[src/rtl/sbox_share_ctrl.sv]
// sbox_share_ctrl
//   Time-shares one DATAW-bit (byte-lane) S-box between a block requester
//   (SubBytes over WORDS words) and a key-schedule requester (SubWord).
//   The S-box itself lives outside; this block drives its input, captures
//   its combinational output and returns results over valid/ready.
//
// Ports
//   clk_i, rst_ni            clock, async active-low reset
//   blk_valid_i/blk_ready_o  block request handshake, blk_data_i payload
//   blk_valid_o/blk_ready_i  block result handshake, blk_data_o payload
//   key_valid_i/key_ready_o  key-word request handshake, key_data_i payload
//   key_valid_o/key_ready_i  key-word result handshake, key_data_o payload
//   sbox_data_o/sbox_data_i  to / from the shared S-box
//   busy_o                   high whenever the sequencer is not idle
//
// state   | meaning
// --------+--------------------------------------------------------------
// IDLE    | arbitrating; the only state in which requests are accepted
// BLK_SUB | one block word per cycle through the S-box, index 0..WORDS-1
// BLK_OUT | block result presented, waiting for blk_ready_i
// KEY_SUB | key word through the S-box (single cycle)
// KEY_OUT | key result presented, waiting for key_ready_i
module sbox_share_ctrl #(
  parameter int DATAW = 32,
  parameter int WORDS = 4
) (
  input  logic                   clk_i,
  input  logic                   rst_ni,
  input  logic                   blk_valid_i,
  output logic                   blk_ready_o,
  input  logic [WORDS*DATAW-1:0] blk_data_i,
  output logic                   blk_valid_o,
  input  logic                   blk_ready_i,
  output logic [WORDS*DATAW-1:0] blk_data_o,
  input  logic                   key_valid_i,
  output logic                   key_ready_o,
  input  logic [DATAW-1:0]       key_data_i,
  output logic                   key_valid_o,
  input  logic                   key_ready_i,
  output logic [DATAW-1:0]       key_data_o,
  output logic [DATAW-1:0]       sbox_data_o,
  input  logic [DATAW-1:0]       sbox_data_i,
  output logic                   busy_o
);

  localparam int IDXW = (WORDS > 1) ? $clog2(WORDS) : 1;
  localparam logic [IDXW-1:0] IDX_LAST = IDXW'(WORDS - 1);

  typedef enum logic [2:0] {
    IDLE    = 3'd0,
    BLK_SUB = 3'd1,
    BLK_OUT = 3'd2,
    KEY_SUB = 3'd3,
    KEY_OUT = 3'd4
  } state_e;

  state_e                        state_q;
  logic [IDXW-1:0]               idx_q;
  logic                          last_key_q;
  logic [WORDS-1:0][DATAW-1:0]   blk_in_q;
  logic [WORDS-1:0][DATAW-1:0]   blk_res_q;
  logic [DATAW-1:0]              key_in_q;
  logic [DATAW-1:0]              key_res_q;
  logic                          blk_valid_q;
  logic                          key_valid_q;
  logic                          idle;

  assign idle = (state_q == IDLE);

  // On a tie the requester that was not served last wins; a lone
  // requester always gets through.
  assign blk_ready_o = idle && (!key_valid_i || last_key_q);
  assign key_ready_o = idle && (!blk_valid_i || !last_key_q);

  assign blk_valid_o = blk_valid_q;
  assign key_valid_o = key_valid_q;
  assign blk_data_o  = blk_res_q;
  assign key_data_o  = key_res_q;
  assign busy_o      = !idle;

  always_comb begin
    sbox_data_o = '0;
    case (state_q)
      BLK_SUB: sbox_data_o = blk_in_q[idx_q];
      KEY_SUB: sbox_data_o = key_in_q;
      default: sbox_data_o = '0;
    endcase
  end

  always_ff @(posedge clk_i or negedge rst_ni) begin
    if (!rst_ni) begin
      state_q     <= IDLE;
      idx_q       <= '0;
      last_key_q  <= 1'b0;
      blk_in_q    <= '0;
      blk_res_q   <= '0;
      key_in_q    <= '0;
      key_res_q   <= '0;
      blk_valid_q <= 1'b0;
      key_valid_q <= 1'b0;
    end else begin
      case (state_q)
        IDLE: begin
          // At most one of the two grants can be active in a cycle.
          if (key_valid_i && key_ready_o) begin
            key_in_q   <= key_data_i;
            last_key_q <= 1'b1;
            state_q    <= KEY_SUB;
          end else if (blk_valid_i && blk_ready_o) begin
            blk_in_q   <= blk_data_i;
            idx_q      <= '0;
            last_key_q <= 1'b0;
            state_q    <= BLK_SUB;
          end
        end
        BLK_SUB: begin
          blk_res_q[idx_q] <= sbox_data_i;
          if (idx_q == IDX_LAST) begin
            idx_q       <= '0;
            blk_valid_q <= 1'b1;
            state_q     <= BLK_OUT;
          end else begin
            idx_q <= idx_q + 1'b1;
          end
        end
        BLK_OUT: begin
          if (blk_ready_i) begin
            blk_valid_q <= 1'b0;
            state_q     <= IDLE;
          end
        end
        KEY_SUB: begin
          key_res_q   <= sbox_data_i;
          key_valid_q <= 1'b1;
          state_q     <= KEY_OUT;
        end
        KEY_OUT: begin
          if (key_ready_i) begin
            key_valid_q <= 1'b0;
            state_q     <= IDLE;
          end
        end
        default: state_q <= IDLE;
      endcase
    end
  end

endmodule

[config.mk]
export PLATFORM = sky130hd
export DESIGN_NAME = sbox_share_ctrl
export DESIGN_NICKNAME = d
export VERILOG_FILES = /design/src/rtl/sbox_share_ctrl.sv
export SDC_FILE = /design/constraint.sdc
export NUM_CORES = 1
export LEC_CHECK = 0
export CAP_MARGIN = 30
export CELL_PAD_IN_SITES_DETAIL_PLACEMENT = 0
export CELL_PAD_IN_SITES_GLOBAL_PLACEMENT = 1
export CORE_MARGIN = 2
export CORE_UTILIZATION = 39
export CTS_CLUSTER_SIZE = 28
export DETAILED_ROUTE_END_ITERATION = 16
export PLACE_DENSITY_LB_ADDON = 0.1
export SETUP_SLACK_MARGIN = 0.5
export SKIP_LAST_GASP = 1
export SLEW_MARGIN = 20
export SYNTH_ARGS = -nofsm -noshare
export SYNTH_HDL_FRONTEND = slang
export SYNTH_SLANG_ARGS = --single-unit
[constraint.sdc]
create_clock -name clk_i -period 2.9 [get_ports clk_i]
set_input_delay 0.58 -clock clk_i [delete_from_list [all_inputs] [get_ports clk_i]]
set_output_delay 0.58 -clock clk_i [all_outputs]
set_load 0.05 [all_outputs]
== Word level (Yosys, flattened, before mapping) ==
Cells that the tools add are included.
Storage, ports and cells
  bits in registers: 328
Cells by class
  bitwise gates (word level): 1
  muxes and demuxes: 23
  add/subtract/negate cells: 1
  order comparisons: 2
  reduce and logical (&&, ||, !) cells: 23
  equal/unequal tests: 11
Operator list (count)
  128-bit bitwise mux: 1
  32-bit binary-select mux with 2-bit select: 1
  32-bit demux with 2-bit select: 1
  32-bit 2-to-1 mux: 2
  32-bit one-hot mux with 2 select lines: 1
  3-bit 2-to-1 mux: 5
  3-bit one-hot mux with 5 select lines: 1
  3-bit AND reduction: 3
  2-bit inequality test, second input constant: 4
  2-bit nonzero test: 4
  3-bit by 2-bit equality test with 1-bit output, second input constant: 2
  2-bit 2-to-1 mux: 3
  2-bit AND reduction: 3
  1-bit logical AND: 5
  1-bit 2-to-1 mux: 5
  1-bit logical NOT: 4
  1-bit one-hot mux with 2 select lines: 2
  2-bit one-hot mux with 2 select lines: 1
  4-bit AND reduction: 1
  3-bit by 1-bit equality test with 1-bit output, second input constant: 1
  3-bit equality test, second input constant: 1
  3-bit logical NOT: 1
  2-bit by 3-bit < comparator with 1-bit output, second input constant: 1
  3-bit by 1-bit inequality test with 1-bit output, second input constant: 1
  other kinds (6): 7

== Logic depth before layout (Yosys ltp) ==
Gate-level depths: netlist of the first run.
  depth after elaboration: 7
  mapped depth: 9

== Least setup slack after synthesis of the first run ==
No wires, ideal clock.
  kind: register -> output
  from: register state_q[2]
  to: output port blk_ready_o
  buffers on the path: 1
  slack: 0.515 ns
  required time: 2.320 ns
  stages on the path, launching flop included: 5
  data arrival time: 1.805 ns
  cell sequence: dfrtp_1 -> buf_4 -> nor3_4 -> inv_1 -> a21oi_1
On the way
  word-level cells in the longest chain between the ends: 2
RTL lines
  start, declared: RTL line 57  | state_e state_q;
  start signal, assigned: RTL line 92  | state_q <= IDLE;
  start signal, assigned: RTL line 108  | state_q <= KEY_SUB;
  start signal, assigned: RTL line 113  | state_q <= BLK_SUB;
  3-bit logical NOT: RTL line 68  | assign idle = (state_q == IDLE);
  1-bit logical AND: RTL line 72  | assign blk_ready_o = idle && (!key_valid_i || last_key_q);
  end, declared: RTL line 30  | output logic blk_ready_o,
No other way between the ends.

== Worst setup path in the final report of the first run ==
  from: register state_q[1]
  to: output port sbox_data_o[28]
On the way
  word-level cells in the longest chain between the ends: 2
  elaborated cells on any way between the ends: 3
  classes of those cells: eq/ne: 2; mux: 1
RTL lines
  3-bit by 2-bit equality test with 1-bit output / 3-bit by 1-bit equality test with 1-bit output (equally long branches): RTL line 83  | case (state_q)
  32-bit one-hot mux with 2 select lines (*): RTL line 83
  end, declared: RTL line 41  | output logic [DATAW-1:0] sbox_data_o,
Every way passes the cells marked *; elsewhere a longest branch is shown, timed or not.

==> results.json, run 1 <==
{
  "cp.required_ns": 2.32,
  "postRouteAntennaNets": 0,
  "grt_max_degree": 85,
  "avgSynthCellArea_sq_um": 15.4,
  "drive_above_1_share_pct": 37.1,
  "synth_top_cells_by_area": "dfrtp_1 60%, mux2_2 26%, mux2i_1 4.7%",
  "yosys_warnings": 0,
  "utilization_pct": 58.1,
  "netlist_area_sq_um": 13600,
  "num_rows": 68,
  "pin_count": 395,
  "synth_top_area_cell": "dfrtp_1",
  "cp_max_fo": 8,
  "design_area_sq_um": 20000,
  "netlist_top_cells_count": "328 x dfrtp_1, 311 x mux2_2, 64 x mux2i_1",
  "syn_inst": 884,
  "cp_data_arrival_time_ns": 2.23,
  "cts_tree": "built",
  "violations": "hold timing",
  "place_congestion": 0.757,
  "h-tree-depth": 2,
  "synth_top_area_share_pct": 60.2,
  "met1Wirelength_microns": 15800,
  "vias": 8779,
  "clock.fmax_mhz": 356,
  "dr.pass1.iters": 4,
  "grt_pass1_vias": 9646,
  "fin_skew_ns": 0.00805,
  "setup_viol": 0,
  "drt_iter0_markers": 253,
  "worst_pin_slew_ns": 0.596,
  "period_minus_slack_ns": 2.81,
  "tns_ns": 0,
  "drv_slew": 0,
  "grt_pass1_wl_microns": 58300,
  "relSlewSlack_pct": 60.1,
  "ys_types": 38,
  "met3RoutedLength_microns": 3020,
  "maxUsedRoutingLayer": "met5",
  "core_area_sq_um": 34500,
  "path_class": "flip-flop to output pin",
  "drv_cap": 0,
  "synth_enable_flop_cells": 0,
  "port_buffers": 394,
  "die_y_microns": 191,
  "drc": 0,
  "dpl.hpwl_microns": 25700,
  "overflow": 0,
  "grt_setup_unrepaired": "true",
  "cp-start-kind": "flip-flop",
  "wl_per_cell_microns": 21.7,
  "min_path_type": "input port to asynchronous set/reset pin",
  "place_area_sq_um": 18400,
  "die_area_sq_um": 36500,
  "period_share_pct": 96.8,
  "timing_hold_violations_final": 6,
  "syn_nets": 1086,
  "clock_sinks": 328,
  "endpoint_kind": "output pin",
  "postCtsHoldBufs": 0,
  "hold_ws_ns": -0.0121,
  "met2_wirelength_microns": 18600,
  "routed_wirelength_microns": 38500,
  "synth.most_common_cell": "dfrtp_1",
  "ys.flop_type": "dfrtp_1",
  "clock_path_buffers": 3,
  "synth.ff_latch_count": 328,
  "syn_to_final_growth_pct": 46.7,
  "die-width_microns": 191,
  "seq_area_frac_synth_pct": 60.2,
  "via_per_inst": 4.95,
  "antenna_found_initial": 7,
  "grt_use_total_pct": 21.0,
  "cts-buffers-inserted": 38,
  "status": "finished, violations left",
  "cts.clk_slew.worst_paths_ns": 0.06,
  "ys_async_sr_fraction_pct": 100,
  "worstSkewPairLatency_ns": 0.51,
  "initial_utilization_pct": 39.6,
  "nNetsFinal": 1499,
  "root_buffer": "clkbuf_16"
}
==> registers in the layout (all words and copies together), names as in the netlist <==
register / count
idx_q: 2
key_data_o: 32
blk_in_q: 128
last_key_q: 1
key_in_q: 32
key_valid_o: 1
state_q: 3
blk_data_o: 128
blk_valid_o: 1
==> cell type report <==
type	count	area, sq um
diodes	1	2.50
multi-input cells	493	5280
fillers	2793	14500
well taps	455	569
inverters	6	22.5
clock inverters	3	40.0
clock buffers	59	1160
flip-flops and latches	328	8220
repair buffers	430	4710
==> worst max-delay path, stage by stage, from the launching register on <==
cell and delay [ns]:
dfrtp_2 0.46, or4b_4 0.72, o22ai_2 0.22, a21o_1 0.16, buf_12 0.15
==> kinds of logic (layout without fill, tap and decap cells) <==
family,Yosys count,after routing,share of synthesized area (%)
simple gates,24,27,1.17
compound gates,78,78,3.92
other cells,0,1,0
mux,384,384,31.1
flops,328,328,60.2
fa+ha+maj,4,4,0.367
buf+inv,66,498,3.24
==> metal layers <==
metal  vias up  track usage [%]
li1       4027                -
met1      4396             26.0
met2       280             35.2
met3        66             6.83
met4        10             5.61
met5         -                0
==> stage by stage <==
step | std cells | hold WS [ns] | worst slack (ns)
4_1_cts | 1772 | 0.00343 | 0.0913
3_3_place_gp | 1702 | 0.471 | 0.493
2_1_floorplan | 884 | 0.284 | 0.515
3_5_place_dp | 1702 | 0.474 | 0.465
5_1_grt | 1775 | 0.00350 | 0.0588
6_report | 1775 | -0.0121 | 0.0942
==> path summary, 6_finish.rpt <==
path | from | endpoint | slack (ns) | depth (start not counted)
max in group asynchronous | rst_ni | blk_data_o[55] | 2.06 | 2
max | state_q[1] | sbox_data_o[28] | 0.09 | 4
min reg2reg | blk_data_o[123] | blk_data_o[123] | 0.49 | 1
max reg2reg | idx_q[0] | blk_data_o[107] | 0.66 | 5
min in group clk_i | blk_data_o[123] | blk_data_o[123] | 0.49 | 1
min | rst_ni | blk_data_o[8] | -0.01 | 1
==> repair_timing <==
item	4_1_cts	5_1_grt
endpoints found under the setup margin	35	34
cloned	4	2
pin swaps	24	11
setup buffers	4	0
gates resized for setup	37	16
endpoints found under the hold margin	0	0
==> layout by cell type, fill, tap and decap left out, drive strengths merged, types with 2 or more instances in the layout <==
cell type,count
nor2,6
buf,71
or4b,4
and3,4
a21o,32
inv,6
clkdlybuf4s50,358
mux2,320
nand2,3
a21oi,6
clkinv,2
nand3,2
ha,4
nor3,2
mux2i,64
clkbuf,60
o22ai,31
a22o,2
dfrtp,328
Power of run 1 is left out: the tool's default activity adds up to more than one toggle a clock period on the data nets, which glitch-free logic cannot reach.
==> inputs of run 2 (changes only) <==
--- a/config.mk
+++ b/config.mk
@@ -15,7 +15,7 @@
 export PLACE_DENSITY_LB_ADDON = 0.1
 export SETUP_SLACK_MARGIN = 0.5
 export SKIP_LAST_GASP = 1
-export SLEW_MARGIN = 20
+export SLEW_MARGIN = 5
 export SYNTH_ARGS = -nofsm -noshare
 export SYNTH_HDL_FRONTEND = slang
 export SYNTH_SLANG_ARGS = --single-unit
==> constraint.sdc (replaced) <==
create_clock -name clk_i -period 3 [get_ports clk_i]
set_input_delay 0.6 -clock clk_i [delete_from_list [all_inputs] [get_ports clk_i]]
set_output_delay 0.6 -clock clk_i [all_outputs]
set_load 0.05 [all_outputs]
==> results.json, run 2 (synthesis gave the netlist of run 1 again) <==
{
  "die_y_microns": 191,
  "tns_ns": 0,
  "drc": 0,
  "cp_data_arrival_time_ns": 2.17,
  "drive_above_1_share_pct": 38.4,
  "cp-start-kind": "flip-flop",
  "cts.clk_slew.worst_paths_ns": 0.05,
  "overflow": 0,
  "nNetsFinal": 1521,
  "drv_slew": 0,
  "postRouteAntennaNets": 0,
  "layout_commonest_cell": "clkdlybuf4s50_1",
  "fin_skew_ns": 0.0134,
  "num_rows": 68,
  "worst_pin_slew_ns": 0.628,
  "pwr_density_cell_nw_per_um2": 1430,
  "vias": 8885,
  "cts-buffers-inserted": 37,
  "r2r_setup_slack_ns": 0.77,
  "ir_drop_mv": 0.826,
  "min_path_type": "input port to asynchronous set/reset pin",
  "endpoint_kind": "output pin",
  "drt_iter0_markers": 298,
  "drv_cap": 0,
  "worstSkewPairLatency_ns": 0.51,
  "grt_pass1_wl_microns": 57500,
  "path_class": "flip-flop to output pin",
  "status": "finished clean",
  "die_area_sq_um": 36500,
  "period_share_pct": 92.5,
  "period_minus_slack_ns": 2.77,
  "cts_tree": "built",
  "fill_cells": 2846,
  "root_buffer": "clkbuf_16",
  "place_congestion": 0.775,
  "utilization_pct": 58.6,
  "cp_max_fo": 8,
  "relSlewSlack_pct": 58.0,
  "dpl.hpwl_microns": 26400,
  "initial_utilization_pct": 39.6,
  "clock_sinks": 328,
  "grt_pass1_vias": 9360,
  "layout_common_cells": "358 x clkdlybuf4s50_1, 323 x dfrtp_1, 311 x mux2_2, 64 x mux2i_1, 45 x buf_12",
  "wl_per_cell_microns": 21.0,
  "grt_use_total_pct": 20.7,
  "post-place-ws_ns": 0.498,
  "routed_wirelength_microns": 37900,
  "rr_worst_depth": 7,
  "core_area_sq_um": 34500,
  "die-width_microns": 191,
  "timing_hold_violations_final": 0,
  "pin_count": 395,
  "grt_max_degree": 74,
  "fin_ws_ns": 0.226,
  "setup_viol": 0,
  "clock_path_buffers": 3,
  "antenna_found_initial": 10,
  "dr.pass1.iters": 4,
  "grt_setup_unrepaired": "true",
  "r2r-end": "blk_data_o[72]",
  "leakage_nw": 8.73,
  "cp.required_ns": 2.40,
  "via_per_inst": 4.93,
  "port_buffers": 394,
  "syn_to_final_growth_pct": 48.2,
  "r2r_start": "idx_q[0]",
  "clock.fmax_mhz": 360,
  "h-tree-depth": 2
}
[run 2: cell count changes in the layout (fill, tap and decap cells not counted), sizes merged]
cell and change:
buf +24, clkinv +3, clkbuf -1, clkinvlp +1, diode +1, inv +1
[run 2: how the worst max path moves through the flow]
stage	endpoint	cells after the start	slack (ns)	startpoint
2_1_floorplan	blk_ready_o	4	0.59	state_q[2]
3_3_place_gp	sbox_data_o[15]	5	0.51	idx_q[0]
3_5_place_dp	blk_in_q[59]	5	0.50	key_valid_i
4_1_cts	sbox_data_o[21]	4	0.17	idx_q[1]
5_1_grt	sbox_data_o[8]	4	0.14	state_q[2]
6_report	sbox_data_o[31]	4	0.23	state_q[2]
[run 2: cell type report]
type                       count  area (sq um)  area share [%]
inverter                       6          22.5           0.111
multi-input combinational    493          5270            26.1
timing repair buffer         453          4880            24.1
antenna                        2          5.00          0.0248
tap                          455           569            2.82
sequential                   328          8220            40.7
clock buffer                  59          1180            5.84
clock inverter                 8          71.3           0.353
[run 2: worst max-delay path: stages (launching register included)]
cell,delay [ns]
dfrtp_2,0.47
or4b_4,0.70
o22ai_2,0.20
a21o_1,0.15
buf_12,0.14
[run 2: metal layers]
metal	wire length, microns	vias up	part of all wire, %	GRT usage (%)
li1	-	4086	-	-
met1	15400	4439	41	25.9
met2	18400	284	48	34.1
met3	3220	64	8.5	6.79
met4	857	12	2.3	6.17
met5	75	-	0.20	0
[run 2: where the power goes]
part           internal, W  switching, W  total, W
combinational      0.00720       0.00927    0.0165
sequential         0.00673       0.00114   0.00787
clock              0.00278       0.00177   0.00455
total               0.0167        0.0122    0.0289
[run 2: per-stage QoR]
step	power, W	hold WS, ns	instance area [sq um]	instances
6_report	0.0289	0.0743	20200	1804
2_1_floorplan	0.0180	0.304	13600	884
3_5_place_dp	0.0238	0.474	18500	1707
3_3_place_gp	0.0237	0.469	18500	1707
4_1_cts	0.0291	0.0794	20100	1792
5_1_grt	0.0303	0.101	20200	1804
[run 2: repair_timing]
action | 4_1_cts | 5_1_grt
pin swaps | 28 | 15
hold buffers | 0 | 0
endpoints found under the setup margin | 35 | 34
gates cloned | 3 | 0
resized for setup | 36 | 11
setup buffers | 15 | 10
(Power assumes the default switching activity.)
==> inputs of run 3 (changes only) <==
--- a/config.mk
+++ b/config.mk
@@ -12,6 +12,7 @@
 export CORE_UTILIZATION = 39
 export CTS_CLUSTER_SIZE = 28
 export DETAILED_ROUTE_END_ITERATION = 16
+export MAX_ROUTING_LAYER = met4
 export PLACE_DENSITY_LB_ADDON = 0.1
 export SETUP_SLACK_MARGIN = 0.5
 export SKIP_LAST_GASP = 1
==> results.json, run 3 (synthesis gave the netlist of run 1 again) <==
{
  "status": "finished clean",
  "cp_data_arrival_time_ns": 2.17,
  "leakage_nw": 8.72,
  "routed_wirelength_microns": 37900,
  "tns_ns": 0,
  "ir_drop_mv": 0.825,
  "layout_commonest_cell": "clkdlybuf4s50_1",
  "grt_pass1_vias": 9376,
  "h-tree-depth": 2,
  "cts.clk_slew.worst_paths_ns": 0.05,
  "grt_use_total_pct": 21.3,
  "num_rows": 68,
  "relSlewSlack_pct": 58.0,
  "min_path_type": "input port to asynchronous set/reset pin",
  "grt_pass1_wl_microns": 57500,
  "via_per_inst": 4.91,
  "cts-buffers-inserted": 37,
  "clock.fmax_mhz": 361,
  "drive_above_1_share_pct": 38.3,
  "clock_sinks": 328,
  "layout_common_cells": "358 x clkdlybuf4s50_1, 323 x dfrtp_1, 311 x mux2_2, 64 x mux2i_1, 45 x buf_12",
  "die_y_microns": 191,
  "dpl.hpwl_microns": 26400,
  "power_w": 0.0289,
  "postCtsHoldBufs": 0,
  "drc": 0,
  "root_buffer": "clkbuf_16",
  "timing_hold_violations_final": 0,
  "cts_tree": "built",
  "endpoint_kind": "output pin",
  "clock_path_buffers": 3,
  "r2r_setup_slack_ns": 0.77,
  "vias": 8896,
  "postRouteAntennaNets": 0,
  "die-width_microns": 191,
  "syn_to_final_growth_pct": 48.3,
  "r2r-end": "blk_data_o[72]",
  "core_area_sq_um": 34500,
  "worstSkewPairLatency_ns": 0.51,
  "drt_iter0_markers": 358,
  "drv_cap": 0,
  "drv_slew": 0,
  "rr_worst_depth": 7,
  "overflow": 0,
  "nNetsFinal": 1520,
  "fill_cells": 2844,
  "grt_max_degree": 74,
  "pwr_density_cell_nw_per_um2": 1430,
  "grt_setup_unrepaired": "true",
  "cp-start-kind": "flip-flop",
  "wl_per_cell_microns": 20.9,
  "fin_skew_ns": 0.0151,
  "period_share_pct": 92.4,
  "cp_max_fo": 8,
  "antenna_found_initial": 10,
  "cp.required_ns": 2.40,
  "pin_count": 395,
  "place_congestion": 0.786,
  "initial_utilization_pct": 39.6,
  "dr.pass1.iters": 6,
  "r2r_start": "idx_q[0]",
  "port_buffers": 394,
  "multi_input_area_sq_um": 5270,
  "seq_area_sq_um": 8220,
  "period_minus_slack_ns": 2.77,
  "die_area_sq_um": 36500,
  "setup_viol": 0,
  "worst_pin_slew_ns": 0.629,
  "path_class": "flip-flop to output pin"
}
==> run 3: changes by cell type in the layout (fill, tap and decap cells not counted) <==
cell	change
diode_2	+8
buf_4	-1
==> run 3: report_power, final <==
group	internal [W]	leakage [nW]	switching (W)
Combinational	0.00720	4.21	0.00927
Clock	0.00278	0.621	0.00177
Sequential	0.00673	3.89	0.00114
Total	0.0167	8.72	0.0122
==> run 3: worst max-delay path: stages (launching register included) <==
cell and delay [ns]:
dfrtp_2 0.47, or4b_4 0.70, o22ai_2 0.20, a21o_1 0.15, buf_12 0.14
==> run 3: worst max path at each step <==
stage / startpoint / endpoint / slack [ns] / cells after the start
4_1_cts: idx_q[1] / sbox_data_o[21] / 0.17 / 4
3_3_place_gp: idx_q[0] / sbox_data_o[15] / 0.51 / 5
6_report: state_q[2] / sbox_data_o[31] / 0.23 / 4
2_1_floorplan: state_q[2] / blk_ready_o / 0.59 / 4
5_1_grt: state_q[2] / sbox_data_o[8] / 0.14 / 4
3_5_place_dp: key_valid_i / blk_in_q[59] / 0.50 / 5
==> run 3: area by class of cell <==
| cell class | count | area share [%] |
|---|---|---|
| sequential | 328 | 40.6 |
| multi-input combinational | 493 | 26.0 |
| timing repair buffer | 452 | 24.1 |
| clock buffer | 59 | 5.84 |
| tap | 455 | 2.82 |
| clock inverter | 8 | 0.353 |
| antenna | 10 | 0.124 |
| inverter | 6 | 0.111 |
==> run 3: repair_timing <==
item | CTS | global route
buffers inserted | 15 | 9
gates cloned | 3 | 0
pin swaps | 28 | 15
setup endpoints to repair | 35 | 34
gates resized for setup | 36 | 11
==> run 3: metal layers <==
metal,vias to the layer above,GRT usage [%],wire (microns)
met2,295,34.0,18400
met4,0,6.17,822
met1,4452,26.3,15400
met3,52,6.33,3270
met5,-,-,0
li1,4097,-,-
==> run 3: per-stage QoR <==
stage               cell area (sq um)  instances  utilization (%)  setup WS, ns  hold slack [ns]
floorplan                       13600        884                -         0.595            0.304
global route                    20200       1811             58.7         0.144            0.100
CTS                             20100       1792             58.2         0.168           0.0794
detailed placement              18500       1707             53.7         0.498            0.474
finish                          20200       1811             58.7         0.228           0.0717
global placement                18500       1707             53.7         0.506            0.469
